`src/rtl/block_b_if.sv`:
```
// Output stream bundle for block_b: valid/ready handshake, packed word
// and end-of-frame marker. The master side is the producer (block_b).
interface block_b_if #(
  parameter int W = 9
);
  logic         out_valid;
  logic         out_ready;
  logic [W-1:0] out_data;
  logic         out_last;

  modport master (output out_valid, output out_data, output out_last, input out_ready);
  modport slave  (input out_valid, input out_data, input out_last, output out_ready);
endinterface

```
`src/rtl/block_b.sv`:
```
// block_b: packs qualified block_a samples into words, buffers them in a
// small FIFO and drains them over a valid/ready stream with fixed-length
// framing. Samples arriving while the FIFO is full are dropped and counted,
// so the upstream stage never sees backpressure.
// Optional feature: define BLOCK_B_PARITY_EN to add an out_parity port with
// even parity of out_data, computed at push time and stored alongside.
module block_b #(
  parameter int DATA2      = 3,
  parameter int FIFO_DEPTH = 4,
  parameter int FRAME_LEN  = 4,
  parameter int CNT_W      = 8
) (
  input  logic               clk,
  input  logic               rst,
  input  logic               clk_en,
  input  logic               data_en,
  input  logic [2:0]         data_out_t_7,
  input  logic [1:0]         data_out_1,
  input  logic [DATA2:0]     data_out_t_2,
  input  logic               flush,
  block_b_if.master          out_bus,
  output logic [CNT_W-1:0]   drop_cnt
`ifdef BLOCK_B_PARITY_EN
  ,
  output logic               out_parity
`endif
);

  localparam int SAMPLE_W = 3 + 2 + (DATA2 + 1);
  localparam int AW       = $clog2(FIFO_DEPTH);
  localparam int CW       = (FRAME_LEN > 1) ? $clog2(FRAME_LEN) : 1;
`ifdef BLOCK_B_PARITY_EN
  localparam int ENTRY_W  = SAMPLE_W + 1;
`else
  localparam int ENTRY_W  = SAMPLE_W;
`endif

  typedef enum logic {IDLE, ACTIVE} state_t;

  logic [ENTRY_W-1:0]  mem [FIFO_DEPTH];
  logic [AW:0]         wr_ptr;
  logic [AW:0]         rd_ptr;
  logic [SAMPLE_W-1:0] sample;
  logic [ENTRY_W-1:0]  entry;
  logic [ENTRY_W-1:0]  head;
  logic                empty;
  logic                full;
  logic                push;
  logic                pop;
  logic                wr_en;
  logic                drop;
  state_t              state;
  logic [CW-1:0]       count;

  assign sample = {data_out_t_7, data_out_1, data_out_t_2};
`ifdef BLOCK_B_PARITY_EN
  assign entry  = {^sample, sample};
`else
  assign entry  = sample;
`endif

  // Extra pointer bit tells a full FIFO apart from an empty one.
  assign empty = (wr_ptr == rd_ptr);
  assign full  = (wr_ptr[AW] != rd_ptr[AW]) && (wr_ptr[AW-1:0] == rd_ptr[AW-1:0]);

  assign push  = clk_en & data_en;
  assign pop   = out_bus.out_valid & out_bus.out_ready;
  // A pop frees the slot in the same edge, so a full FIFO still accepts.
  assign wr_en = push & (!full | pop) & !flush;
  assign drop  = push & full & !pop & !flush;

  assign head  = mem[rd_ptr[AW-1:0]];

  assign out_bus.out_valid = !empty;
  assign out_bus.out_data  = empty ? '0 : head[SAMPLE_W-1:0];
  assign out_bus.out_last  = !empty && (count == CW'(FRAME_LEN - 1));
`ifdef BLOCK_B_PARITY_EN
  assign out_parity        = !empty & head[SAMPLE_W];
`endif

  // Storage array; contents are don't-care until written, reads are gated.
  always_ff @(posedge clk) begin
    if (wr_en) mem[wr_ptr[AW-1:0]] <= entry;
  end

  // Read/write pointers; flush empties the FIFO.
  always_ff @(posedge clk or negedge rst) begin
    if (!rst) begin
      wr_ptr <= '0;
      rd_ptr <= '0;
    end else if (flush) begin
      wr_ptr <= '0;
      rd_ptr <= '0;
    end else begin
      if (wr_en) wr_ptr <= wr_ptr + 1'b1;
      if (pop)   rd_ptr <= rd_ptr + 1'b1;
    end
  end

  // Saturating overflow counter; survives flush, cleared only by reset.
  always_ff @(posedge clk or negedge rst) begin
    if (!rst) begin
      drop_cnt <= '0;
    end else if (drop && (drop_cnt != {CNT_W{1'b1}})) begin
      drop_cnt <= drop_cnt + 1'b1;
    end
  end

  // Frame FSM: counts popped words and wraps after FRAME_LEN of them.
  always_ff @(posedge clk or negedge rst) begin
    if (!rst) begin
      state <= IDLE;
      count <= '0;
    end else if (flush) begin
      state <= IDLE;
      count <= '0;
    end else if (pop) begin
      case (state)
        IDLE: begin
          if (FRAME_LEN == 1) begin
            state <= IDLE;
            count <= '0;
          end else begin
            state <= ACTIVE;
            count <= CW'(1);
          end
        end
        ACTIVE: begin
          if (count == CW'(FRAME_LEN - 1)) begin
            state <= IDLE;
            count <= '0;
          end else begin
            count <= count + 1'b1;
          end
        end
        default: begin
          state <= IDLE;
          count <= '0;
        end
      endcase
    end
  end

endmodule

```
`src/flat_wrapper.sv`:
```
// flat-port wrapper written by rule: the top's interface ports become plain ports
module block_b_flat 
#(
  parameter int DATA2      = 3,
  parameter int FIFO_DEPTH = 4,
  parameter int FRAME_LEN  = 4,
  parameter int CNT_W      = 8
)
  (clk, rst, clk_en, data_en, data_out_t_7, data_out_1, data_out_t_2, flush, drop_cnt, out_bus_out_valid, out_bus_out_data, out_bus_out_last, out_bus_out_ready);
  block_b_if #(.W(9)) out_bus_i ();
  input  logic clk;
  input  logic rst;
  input  logic clk_en;
  input  logic data_en;
  input  logic [2:0] data_out_t_7;
  input  logic [1:0] data_out_1;
  input  logic [DATA2:0] data_out_t_2;
  input  logic flush;
  output logic [CNT_W-1:0] drop_cnt;
  output wire logic [$bits(out_bus_i.out_valid)-1:0] out_bus_out_valid;
  output wire logic [$bits(out_bus_i.out_data)-1:0] out_bus_out_data;
  output wire logic [$bits(out_bus_i.out_last)-1:0] out_bus_out_last;
  input wire logic [$bits(out_bus_i.out_ready)-1:0] out_bus_out_ready;
  assign out_bus_out_valid = out_bus_i.out_valid;
  assign out_bus_out_data = out_bus_i.out_data;
  assign out_bus_out_last = out_bus_i.out_last;
  assign out_bus_i.out_ready = out_bus_out_ready;
  block_b #(.DATA2(DATA2), .FIFO_DEPTH(FIFO_DEPTH), .FRAME_LEN(FRAME_LEN), .CNT_W(CNT_W)) u_core (.clk(clk), .rst(rst), .clk_en(clk_en), .data_en(data_en), .data_out_t_7(data_out_t_7), .data_out_1(data_out_1), .data_out_t_2(data_out_t_2), .flush(flush), .out_bus(out_bus_i), .drop_cnt(drop_cnt));
endmodule
```
`config.mk`:
```
export PLATFORM = sky130hd
export DESIGN_NAME = block_b_flat
export DESIGN_NICKNAME = d
export VERILOG_FILES = /design/src/rtl/block_b_if.sv /design/src/rtl/block_b.sv /design/src/flat_wrapper.sv
export SDC_FILE = /design/constraint.sdc
export NUM_CORES = 1
export LEC_CHECK = 0
export CAP_MARGIN = 25
export CORE_MARGIN = 1.5
export CORE_UTILIZATION = 53
export CTS_CLUSTER_SIZE = 10
export DETAILED_ROUTE_END_ITERATION = 16
export PLACE_DENSITY_LB_ADDON = 0.3
export SYNTH_ARGS = -nofsm -noshare
export SYNTH_HDL_FRONTEND = slang
export SYNTH_SLANG_ARGS = --single-unit
```
`constraint.sdc`:
```
create_clock -name clk -period 2.76 [get_ports clk]
set_clock_uncertainty 0.2 [all_clocks]
set_input_delay 0.828 -clock clk [delete_from_list [all_inputs] [get_ports clk]]
set_output_delay 0.828 -clock clk [all_outputs]
set_load 0.01 [all_outputs]
```
# Yosys cells after proc, flatten, opt, wreduce, memory -nomap -nowiden
# Memory sizes are Yosys's and may differ from the RTL's.
# Cells that the tools add are included.
[totals]
memories = 1
mem_bits_rw = 36
reg_bits = 17
out_inout_bits = 19
inputBits = 15
elab_cells = 48
[mem_list]
columns = ["name", "depth", "word_bits", "rd", "rd_ports_with_merged_regs", "wr", "line_no", "rtl"]
rows = [
  ["u_core.mem", 4, 9, 1, 0, 1, "block_b.sv:40", "logic [ENTRY_W-1:0] mem [FIFO_DEPTH];"],
]
[classes]
eq_ne = 5
n_mux = 15
n_bitwise = 9
reduce_logical = 9
addsub = 4
[ops]
columns = ["op", "n"]
rows = [
  ["$mux 3", 4],
  ["$mux 9", 1],
  ["$add 8x1->8 const B", 1],
  ["$ne 8x8->1 const B", 1],
  ["$and 1x1->1", 7],
  ["$add 3x1->3 const B", 2],
  ["$mux 2", 3],
  ["$mux 1", 5],
  ["$logic_not 1->1", 4],
  ["$pmux 2 s2", 1],
  ["$reduce_bool 2->1", 2],
  ["$eq 3x3->1", 1],
  ["$logic_and 1x1->1", 3],
  ["$add 2x1->2 const B", 1],
  ["$eq 2x2->1", 1],
  ["$eq 2x2->1 const B", 1],
  ["$pmux 1 s2", 1],
  ["$ne 1x1->1", 1],
  ["$not 1->1", 1],
  ["$or 1x1->1", 1],
]

# Logic depth before layout (Yosys ltp)
# Gate-level depths: netlist (run 1).
[logic_depth]
ltp_word = 8
depth_mapped = 5
mapped_depth_nobuf = 5

# Worst setup path before layout (run 1)
# No wires, ideal clock.
[synth_timing]
kind = "reg2out"
from = "reg u_core.rd_ptr[0]"
to = "out out_bus_out_data[0]"
t_required_ps = 1732
setup_slack_ps = 406
arrival_time_ps = 1326
n_path_buf = 1
path_stages_with_launch = 4
cell_sequence = "dfrtp_1 buf_2 mux4_2 nor2b_1"
[synth_between]
elab_chain_cells = 2
elab_cells_between_ends = 3
classes_between = "eq/ne: 1; mux: 1; memory: 1"
[synth_lines]
columns = ["item", "line_no", "rtl"]
rows = [
  ["from (decl)", "block_b.sv:42", "logic [AW:0] rd_ptr;"],
  ["from (signal assigned)", "block_b.sv:96", "if (pop) rd_ptr <= rd_ptr + 1'b1;"],
  ["$mem_v2 4x9 / $eq 3x3->1 (equally long branches)", "n/a", ""],
  ["$mux 9 *", "block_b.sv:75", "assign out_bus.out_data = empty ? '0 : head[SAMPLE_W-1:0];"],
  ["to (decl)", "flat_wrapper.sv:21", "output wire logic [$bits(out_bus_i.out_data)-1:0] out_bus_out_data;"],
]
# Every way passes the cells marked *; elsewhere a longest branch is shown, timed or not.

# Worst setup path after layout (run 1)
[layout_timing]
from = "reg u_core.rd_ptr[0]"
to = "out out_bus_out_data[4]"
# The elaborated chain is that of the path after synthesis.

==> results.yml, run 1 <==
run_status:
  status: "finished, final reports clean"
setup_path:
  rrSetupSlack_ns: 0.23
  worstSetupPathType: "register to output port"
  r2r-end: "u_core.drop_cnt[6]$_DFFE_PN0P_"
  arrival_ns: 1.70
  cp-end-kind: "output port"
  cp_max_fo: 4
  path_delay_family: "buffers and inverters"
  reg2regPathDepth: 8
  worst_setup_path_start_kind: "register"
  crit_chain: "buf_4, xor2_2, nor3_2, buf_4, buf_4, nor2b_1, clkbuf_2"
  required_ns: 1.73
  path_buf_inv: 4
  cpMostUsedCell: "buf_4"
  slowest_delay_ns: 0.42
  cpMaxStageDelayCell: "dfrtp_1"
  reg2reg_from: "u_core.rd_ptr[0]$_DFFE_PN0P_"
layout:
  layout.nets: 232
  fillers: 298
  syn_to_final_growth_pct: 28.7
  num_antenna_cells: 0
  stdcell_count: 263
  drive_gt1_frac: 0.313
sta:
  finalSetupViolations: 0
  layout_min_cycle_time_ns: 2.73
  slew_viol_final: 0
  worst_pin_slew_ns: 0.629
  hold_ws_ns: 0.327
  hold_viol: 0
  post-route-period-util: 0.989
  rsz0062_at_grt: "yes"
  maxSlewHeadroom: 0.578
  fmax_mhz: 366
yosys:
  muxShareOfSynthArea: 0.113
  netlist_top_cells_area: "edfxtp_1, dfrtp_1, mux4_2, ha_1, xor2_1"
  syn-num-nets: 173
  synth_compound_gate_area_share: 0.0309
  syn_inst: 151
  synth_simple_gate_area_share: 0.105
  synthArstFlopShare: 0.321
  synth_fa_ha_area_frac: 0.0374
  synth_xor_area_frac: 0.0518
  yosys.area.top_type: "edfxtp_1"
  ys_seq_area_frac: 0.642
  yosysMostFrequentCell: "edfxtp_1"
  ys_warn_count: 0
  ys.flop_type: "edfxtp_1"
  synth_top_family_by_area: "multiplexers"
  netlist_area_um2: 2340
  avgSynthCellArea_um2: 15.5
  ys_ff_latch: 53
  synth_edf_count: 36
  synth_top_area_share: 0.461
  ys_types: 35
  synth_commonest_cells: "edfxtp_1, dfrtp_1, nor2_1, nor2b_1, xor2_1"
power:
  comb_power_share: 0.225
  p_total_mw: 1.81
  netSwitchingFraction: 0.243
  p_switching_mw: 0.439
  intPower_mw: 1.37
  power.density_nw_per_um2: 600
  power_leakage_nw: 1.25
  p_clk_frac: 0.286
  peakVddDrop_uv: 304
  power_frac_seq: 0.489
die:
  rows: 24
  die_h_um: 69.5
  die_x_um: 69.5
  die-area_um2: 4830
  core_area_um2: 4290
  num_io_pins: 34
  initial_utilization: 0.546
route:
  drc_errors: 0
  drtIter0Drc: 95
  drt-pass1-iter-count: 4
  vias: 1460
  wirelength_um: 4490
  drtAntennaViolNets: 0
  post_drt_wl_per_cell_um: 17.1
  avgViaCountPerCell: 5.55
grt:
  overflow: 0
  grt_max_degree: 18
  grt_antenna_before_repair: 0
  met2_usage: 0.375
  grt_pass1_vias: 1652
  grt_util_met3: 0.0538
  top_usage_layer: "met2"
  grt_use_total: 0.202
  met1_usage: 0.229
  grt_pass1_wl_um: 7540
clock_network:
  cts-buffers-inserted: 5
  ctsHoldBuffers: 0
  clockRootBuffer: "clkbuf_8"
  cts_tree: "yes"
  clkSinkCount: 53
  cts.clk_slew.worst_paths_ns: 0.09
  clockBufferDepth: 2
  htreeDepth: 2
  insertion_delay_ns: 0.29
worst_hold_path:
  hold_path_end: "u_core.drop_cnt[0]$_DFFE_PN0P_"
  hold_class: "register to register"
  worstHoldStart: "u_core.drop_cnt[0]$_DFFE_PN0P_"
  hold_depth: 1
flow_run:
  cap_violations: 0
placement:
  place_congestion: 0.784
  placedCellCount: 245
  io_buffers: 33
  hpwl_um: 3080
per-layer routing:
metal / vias up / wire, µm
met3: 4 / 192
met4: 0 / 54
met5: - / 0
met1: 742 / 1780
li1: 679 / -
met2: 35 / 2460
per-stage QoR:
step	setup TNS (ns)	setup WS (ns)	util	instance area, µm²
after floorplan	0	0.406	-	2340
after global placement	0	0.0266	0.656	2820
after detailed placement	-0.0225	-0.0225	0.656	2820
after CTS	-0.187	-0.0750	0.692	2970
after global routing	-0.124	-0.0440	0.703	3020
final	0	0.0294	0.703	3020
cells by family (layout without fill, tap and decap cells):
group / after synthesis / in the layout
adders and majority gates: 7 / 7
DFF: 53 / 53
and+or+nand+nor: 44 / 44
AOI/OAI and AO/OA: 9 / 9
xor gates and xnor gates: 13 / 13
buffers and inverters: 10 / 70
muxes: 15 / 15
repair_timing:
item / CTS / global route
pin swaps: 1 / 0
endpoints found under the hold margin: 0 / 0
setup endpoints to repair: 11 / 10
setup buffers: 7 / 3
resized for setup: 32 / 15
power groups by stage:
stage          clock (mW)  sequential [mW]  combinational, mW
4_1_cts             0.524            0.884              0.361
3_3_place_gp            0            0.898              0.327
3_5_place_dp            0            0.900              0.340
6_report            0.517            0.884              0.407
2_1_floorplan           0            0.897              0.170
5_1_grt             0.553            0.886              0.440
worst max path at each step:
stage / from / end / cells past startpoint
after floorplan: u_core.rd_ptr[0]$_DFFE_PN0P_ / out_bus_out_data[0] / 3
after global placement: out_bus_out_ready / u_core.drop_cnt[6]$_DFFE_PN0P_ / 4
after detailed placement: out_bus_out_ready / u_core.drop_cnt[6]$_DFFE_PN0P_ / 4
after CTS: u_core.rd_ptr[0]$_DFFE_PN0P_ / out_bus_out_data[3] / 4
after global routing: u_core.rd_ptr[0]$_DFFE_PN0P_ / out_bus_out_data[4] / 7
final: u_core.rd_ptr[0]$_DFFE_PN0P_ / out_bus_out_data[4] / 7
cell usage in the layout (no fill, tap or decap), types with 5 or more instances in the layout:
cell type / count
inv_1: 5
nor2_1: 10
edfxtp_1: 36
nor3_1: 5
nor2b_1: 7
ha_1: 7
clkdlybuf4s50_1: 22
buf_4: 21
clkbuf_8: 5
mux4_2: 9
xor2_1: 9
dfrtp_1: 17
flip-flops by register name, indices dropped and copies added, names as in the netlist:
register	count
u_core.count	2
u_core.rd_ptr	3
u_core.drop_cnt	8
u_core.state	1
u_core.wr_ptr	3
u_core.mem	36
area by class of cell:
cell class                      count  area [µm²]  share of cell area
Tap cell                           52        65.1              0.0216
Timing Repair Buffer               57         492               0.163
Clock buffer                        5        68.8              0.0228
Sequential cell                    53        1510               0.499
Multi-Input combinational cell     88         822               0.273
Inverter                            5        18.8             0.00622
Clock inverter                      3        43.8              0.0145
Note: power is estimated with default switching activity, not from simulation.
==> run 2: changes to the inputs <==
--- a/config.mk
+++ b/config.mk
@@ -10,7 +10,7 @@
 export CORE_UTILIZATION = 53
 export CTS_CLUSTER_SIZE = 10
 export DETAILED_ROUTE_END_ITERATION = 16
-export PLACE_DENSITY_LB_ADDON = 0.3
+export PLACE_DENSITY = 0.81
 export SYNTH_ARGS = -nofsm -noshare
 export SYNTH_HDL_FRONTEND = slang
 export SYNTH_SLANG_ARGS = --single-unit
==> run 2 against run 1 <==
Compared with the run above:
- clock power shrank 21%
- core utilization shrank 1.7 points
- global-route usage shrank 0.77 points
- sequential cell count is the same
==> results.yml, run 2 (synthesis gave the netlist of run 1 again) <==
placement:
  place_congestion: 0.797
  placedCellCount: 243
  io_buffers: 33
  hpwl_um: 2910
layout:
  multi_input_area_um2: 820
  mostFrequentLayoutCells: "edfxtp_1, clkdlybuf4s50_1, dfrtp_1"
  fillers: 283
  drive_gt1_frac: 0.282
  layout.nets: 227
  largest_register_ffs: 36
  stdcell_count: 258
  seq_area_um2: 1510
  syn_to_final_growth_pct: 25.6
  num_antenna_cells: 0
  final_common_cell: "edfxtp_1"
power:
  peakVddDrop_uv: 303
  power_frac_seq: 0.532
  comb_power_share: 0.222
  p_switching_mw: 0.411
  power_leakage_nw: 1.20
  p_clk_frac: 0.246
  netSwitchingFraction: 0.247
  power.density_nw_per_um2: 564
  intPower_mw: 1.25
sta:
  maxSlewHeadroom: 0.601
  slew_viol_final: 0
  hold_viol: 0
  layout_min_cycle_time_ns: 2.72
  post-route-period-util: 0.984
  worst_pin_slew_ns: 0.595
  hold_ws_ns: 0.330
  fmax_mhz: 368
  finalSetupViolations: 0
  rsz0062_at_grt: "yes"
setup_path:
  path_buf_inv: 3
  worst_setup_path_start_kind: "register"
  worstSetupPathType: "register to output port"
  required_ns: 1.73
  path_delay_family: "multiplexers"
  slowest_delay_ns: 0.48
  arrival_ns: 1.69
  cpMaxStageDelayCell: "mux4_2"
  cp_max_fo: 6
  crit_chain: "buf_6, buf_12, mux4_2, nor2b_1, buf_2"
  cp-end-kind: "output port"
route:
  vias: 1436
  post_drt_wl_per_cell_um: 17.1
  drc_errors: 0
  drtAntennaViolNets: 0
  drtIter0Drc: 131
  avgViaCountPerCell: 5.57
  drt-pass1-iter-count: 4
  wirelength_um: 4410
clock_network:
  cts-buffers-inserted: 5
  ctsHoldBuffers: 0
  cts.clk_slew.worst_paths_ns: 0.09
  cts_tree: "yes"
  clkSinkCount: 53
  clockRootBuffer: "clkbuf_8"
  clockBufferDepth: 2
  htreeDepth: 2
  insertion_delay_ns: 0.30
flow_run:
  cap_violations: 0
grt:
  grt_use_total: 0.194
  overflow: 0
  grt_pass1_wl_um: 7160
  grt_max_degree: 18
  grt_pass1_vias: 1564
  grt_antenna_before_repair: 0
die:
  die-area_um2: 4830
  initial_utilization: 0.546
  die_x_um: 69.5
  core_area_um2: 4290
  num_io_pins: 34
  rows: 24
  die_h_um: 69.5
run_status:
  status: "finished, final reports clean"
worst_hold_path:
  hold_class: "register to register"
-- run 2: cell type report --
| type | instances | area share |
|---|---|---|
| inverters | 5 | 0.00637 |
| flip-flops and latches | 53 | 0.511 |
| well taps | 52 | 0.0221 |
| clock buffers | 7 | 0.0259 |
| repair buffers | 52 | 0.153 |
| multi-input cells | 88 | 0.278 |
| clock inverters | 1 | 0.00255 |
-- run 2: final timing paths --
check / startpoint / to / slack, ns / cells after the start
max in group asynchronous: rst / u_core.drop_cnt[7]$_DFFE_PN0P_ / 1.49 / 2
worst max register to register: u_core.rd_ptr[0]$_DFFE_PN0P_ / u_core.drop_cnt[6]$_DFFE_PN0P_ / 0.50 / 6
min in group asynchronous: rst / u_core.rd_ptr[2]$_DFFE_PN0P_ / 0.66 / 2
worst max-delay path: u_core.rd_ptr[0]$_DFFE_PN0P_ / out_bus_out_data[5] / 0.04 / 5
worst min register to register: u_core.drop_cnt[0]$_DFFE_PN0P_ / u_core.drop_cnt[0]$_DFFE_PN0P_ / 0.33 / 1
worst min-delay path: u_core.drop_cnt[0]$_DFFE_PN0P_ / u_core.drop_cnt[0]$_DFFE_PN0P_ / 0.33 / 1
-- run 2: power by group through the flow --
stage	Sequential, mW	Combinational, mW	Clock (mW)
final	0.884	0.369	0.409
after global routing	0.886	0.398	0.451
after CTS	0.883	0.363	0.420
after detailed placement	0.899	0.334	0
after global placement	0.897	0.323	0
after floorplan	0.897	0.170	0
-- run 2: routing by layer --
layer	vias to the layer above	GRT usage	routed length [µm]
met5	-	0	0
met4	0	0.0784	38
met3	4	0.0392	162
met2	33	0.337	2330
met1	730	0.238	1880
li1	669	-	-
-- run 2: what timing repair did --
| item | in CTS | in global routing |
|---|---|---|
| setup endpoints to repair | 11 | 10 |
| setup buffers | 7 | 0 |
| pin swaps | 1 | 0 |
| resized for setup | 34 | 10 |
-- run 2: stage by stage --
step | power, mW | area, µm² | setup slack (ns) | setup TNS (ns) | util
2_1_floorplan | 1.07 | 2340 | 0.406 | 0 | -
3_3_place_gp | 1.22 | 2800 | 0.0251 | 0 | 0.653
3_5_place_dp | 1.23 | 2800 | 0.00230 | 0 | 0.653
4_1_cts | 1.67 | 2950 | -0.0310 | -0.0310 | 0.687
5_1_grt | 1.73 | 2950 | -0.0320 | -0.145 | 0.686
6_report | 1.66 | 2950 | 0.0436 | 0 | 0.686
==> run 3: changes to the inputs <==
--- a/config.mk
+++ b/config.mk
@@ -14,3 +14,4 @@
 export SYNTH_ARGS = -nofsm -noshare
 export SYNTH_HDL_FRONTEND = slang
 export SYNTH_SLANG_ARGS = --single-unit
+export TNS_END_PERCENT = 30
==> run 3 against run 2 <==
Compared with the run above:
- first-iteration DRC count grew 5.3%
- core utilization shrank 0.15 points
- clock power shrank 1%
- sequential power is essentially flat
- total power shrank 0.76%
- fmax shrank 0.36%
- worst hold slack is essentially flat
- setup slack lost 0.0099 ns
- combinational power shrank 2%
- critical path depth grew 2
- final area shrank 0.21%
- register-to-register slack is essentially flat
==> results.yml, run 3 (synthesis gave the netlist of run 1 again) <==
worst_hold_path:
  worstHoldStart: "u_core.drop_cnt[0]$_DFFE_PN0P_"
  hold_path_end: "u_core.drop_cnt[0]$_DFFE_PN0P_"
  hold_depth: 1
  hold_class: "register to register"
sta:
  finalSetupViolations: 0
  post-route-period-util: 0.988
  layout_min_cycle_time_ns: 2.73
  hold_viol: 0
  slew_viol_final: 0
  rsz0062_at_grt: "yes"
  final.setup.worst_slack_ns: 0.0336
  tns_ns: 0
  maxSlewHeadroom: 0.606
  fmax_mhz: 367
  worst_pin_slew_ns: 0.588
setup_path:
  cpMostUsedCell: "buf_6"
  worstSetupPathType: "register to output port"
  slowest_delay_ns: 0.39
  rrSetupSlack_ns: 0.50
  reg2regPathDepth: 7
  worst_setup_path_start_kind: "register"
  crit_chain: "buf_6, xor2_2, nor3_2, buf_4, buf_6, nor2b_1, clkdlybuf4s15_1"
  cp-end-kind: "output port"
  reg2reg_from: "u_core.rd_ptr[0]$_DFFE_PN0P_"
  cp_max_fo: 7
  required_ns: 1.73
  cpMaxStageDelayCell: "dfrtp_1"
  arrival_ns: 1.70
  r2r-end: "u_core.drop_cnt[5]$_DFFE_PN0P_"
placement:
  place_congestion: 0.797
  io_buffers: 33
  preCtsSetupSlack_ns: 0.00230
  hpwl_um: 2910
route:
  drtAntennaViolNets: 0
  drc_errors: 0
  wirelength_um: 4370
  drtIter0Drc: 138
  avgViaCountPerCell: 5.61
  post_drt_wl_per_cell_um: 16.9
  vias: 1448
  drt-pass1-iter-count: 4
die:
  initial_utilization: 0.546
  num_io_pins: 34
  die_x_um: 69.5
  die-area_um2: 4830
  core_area_um2: 4290
  die_h_um: 69.5
  rows: 24
power:
  p_total_mw: 1.65
  intPower_mw: 1.25
  peakVddDrop_uv: 298
  power_leakage_nw: 1.19
  p_clk_frac: 0.245
  power_frac_seq: 0.536
  comb_power_share: 0.219
  power.density_nw_per_um2: 561
  p_switching_mw: 0.403
  netSwitchingFraction: 0.244
grt:
  grt_pass1_vias: 1591
  grt_pass1_wl_um: 7160
  grt_use_total: 0.193
  grt_antenna_before_repair: 0
  overflow: 0
  grt_max_degree: 18
layout:
  layout.nets: 227
  fillers: 284
  utilization: 0.684
  final_common_cell: "edfxtp_1"
  num_antenna_cells: 0
  largest_register_ffs: 36
  seq_area_um2: 1510
  mostFrequentLayoutCells: "edfxtp_1, clkdlybuf4s50_1, dfrtp_1"
  drive_gt1_frac: 0.277
  syn_to_final_growth_pct: 25.3
  multi_input_area_um2: 815
run_status:
  status: "finished, final reports clean"
clock_network:
  cts.clk_slew.worst_paths_ns: 0.09
  clkSinkCount: 53
  htreeDepth: 2
  clockRootBuffer: "clkbuf_8"
  cts_tree: "yes"
  cts-buffers-inserted: 5
  insertion_delay_ns: 0.30
  clockBufferDepth: 2
flow_run:
  cap_violations: 0
## run 3: power by group through the flow
stage	sequential (mW)	clock, mW	combinational, mW
after global placement	0.897	0	0.323
final	0.884	0.404	0.361
after floorplan	0.897	0	0.170
after CTS	0.882	0.420	0.368
after global routing	0.886	0.450	0.390
after detailed placement	0.899	0	0.334
## run 3: how the worst max path moves through the flow
stage | startpoint | to | slack (ns) | cells after the start
after floorplan | u_core.rd_ptr[0]$_DFFE_PN0P_ | out_bus_out_data[0] | 0.41 | 3
after global placement | out_bus_out_ready | u_core.drop_cnt[6]$_DFFE_PN0P_ | 0.03 | 4
after detailed placement | out_bus_out_ready | u_core.drop_cnt[6]$_DFFE_PN0P_ | 0.002 | 4
after CTS | u_core.rd_ptr[0]$_DFFE_PN0P_ | out_bus_out_data[7] | -0.03 | 7
after global routing | u_core.rd_ptr[0]$_DFFE_PN0P_ | out_bus_out_data[7] | -0.07 | 7
final | u_core.rd_ptr[0]$_DFFE_PN0P_ | out_bus_out_data[7] | 0.03 | 7
## run 3: cell type report
cell class,count,area share
clock buffer,7,0.0260
sequential,53,0.513
tap,52,0.0221
multi-input combinational,88,0.277
timing repair buffer,52,0.153
inverter,5,0.00639
clock inverter,1,0.00255
## run 3: layer usage
metal	wire length [µm]	global-route usage	vias to the layer above
met4	55	0.0806	0
met2	2350	0.332	47
li1	-	-	669
met5	0	0	-
met1	1750	0.234	725
met3	215	0.0436	7
## run 3: worst max-delay path, delay by kind of cell, from the launching register on
family / cells / cell delay, ns
buffers and inverters: 4 / 0.68
flip-flops: 1 / 0.39
AND/OR/NAND/NOR: 2 / 0.15
XOR/XNOR: 1 / 0.18
## run 3: per-stage QoR
step           cells  hold slack, ns  cell area [µm²]
2_1_floorplan    151           0.302             2340
3_3_place_gp     243           0.312             2800
3_5_place_dp     243           0.324             2800
4_1_cts          258           0.338             2960
5_1_grt          258           0.361             2940
6_report         258           0.330             2940
## run 3: what timing repair did
item	in CTS	in global routing
hold buffers	0	0
endpoints found under the hold margin	0	0
gates resized for setup	30	13
setup endpoints to repair	11	11
pin swaps	1	0
setup buffers	7	0
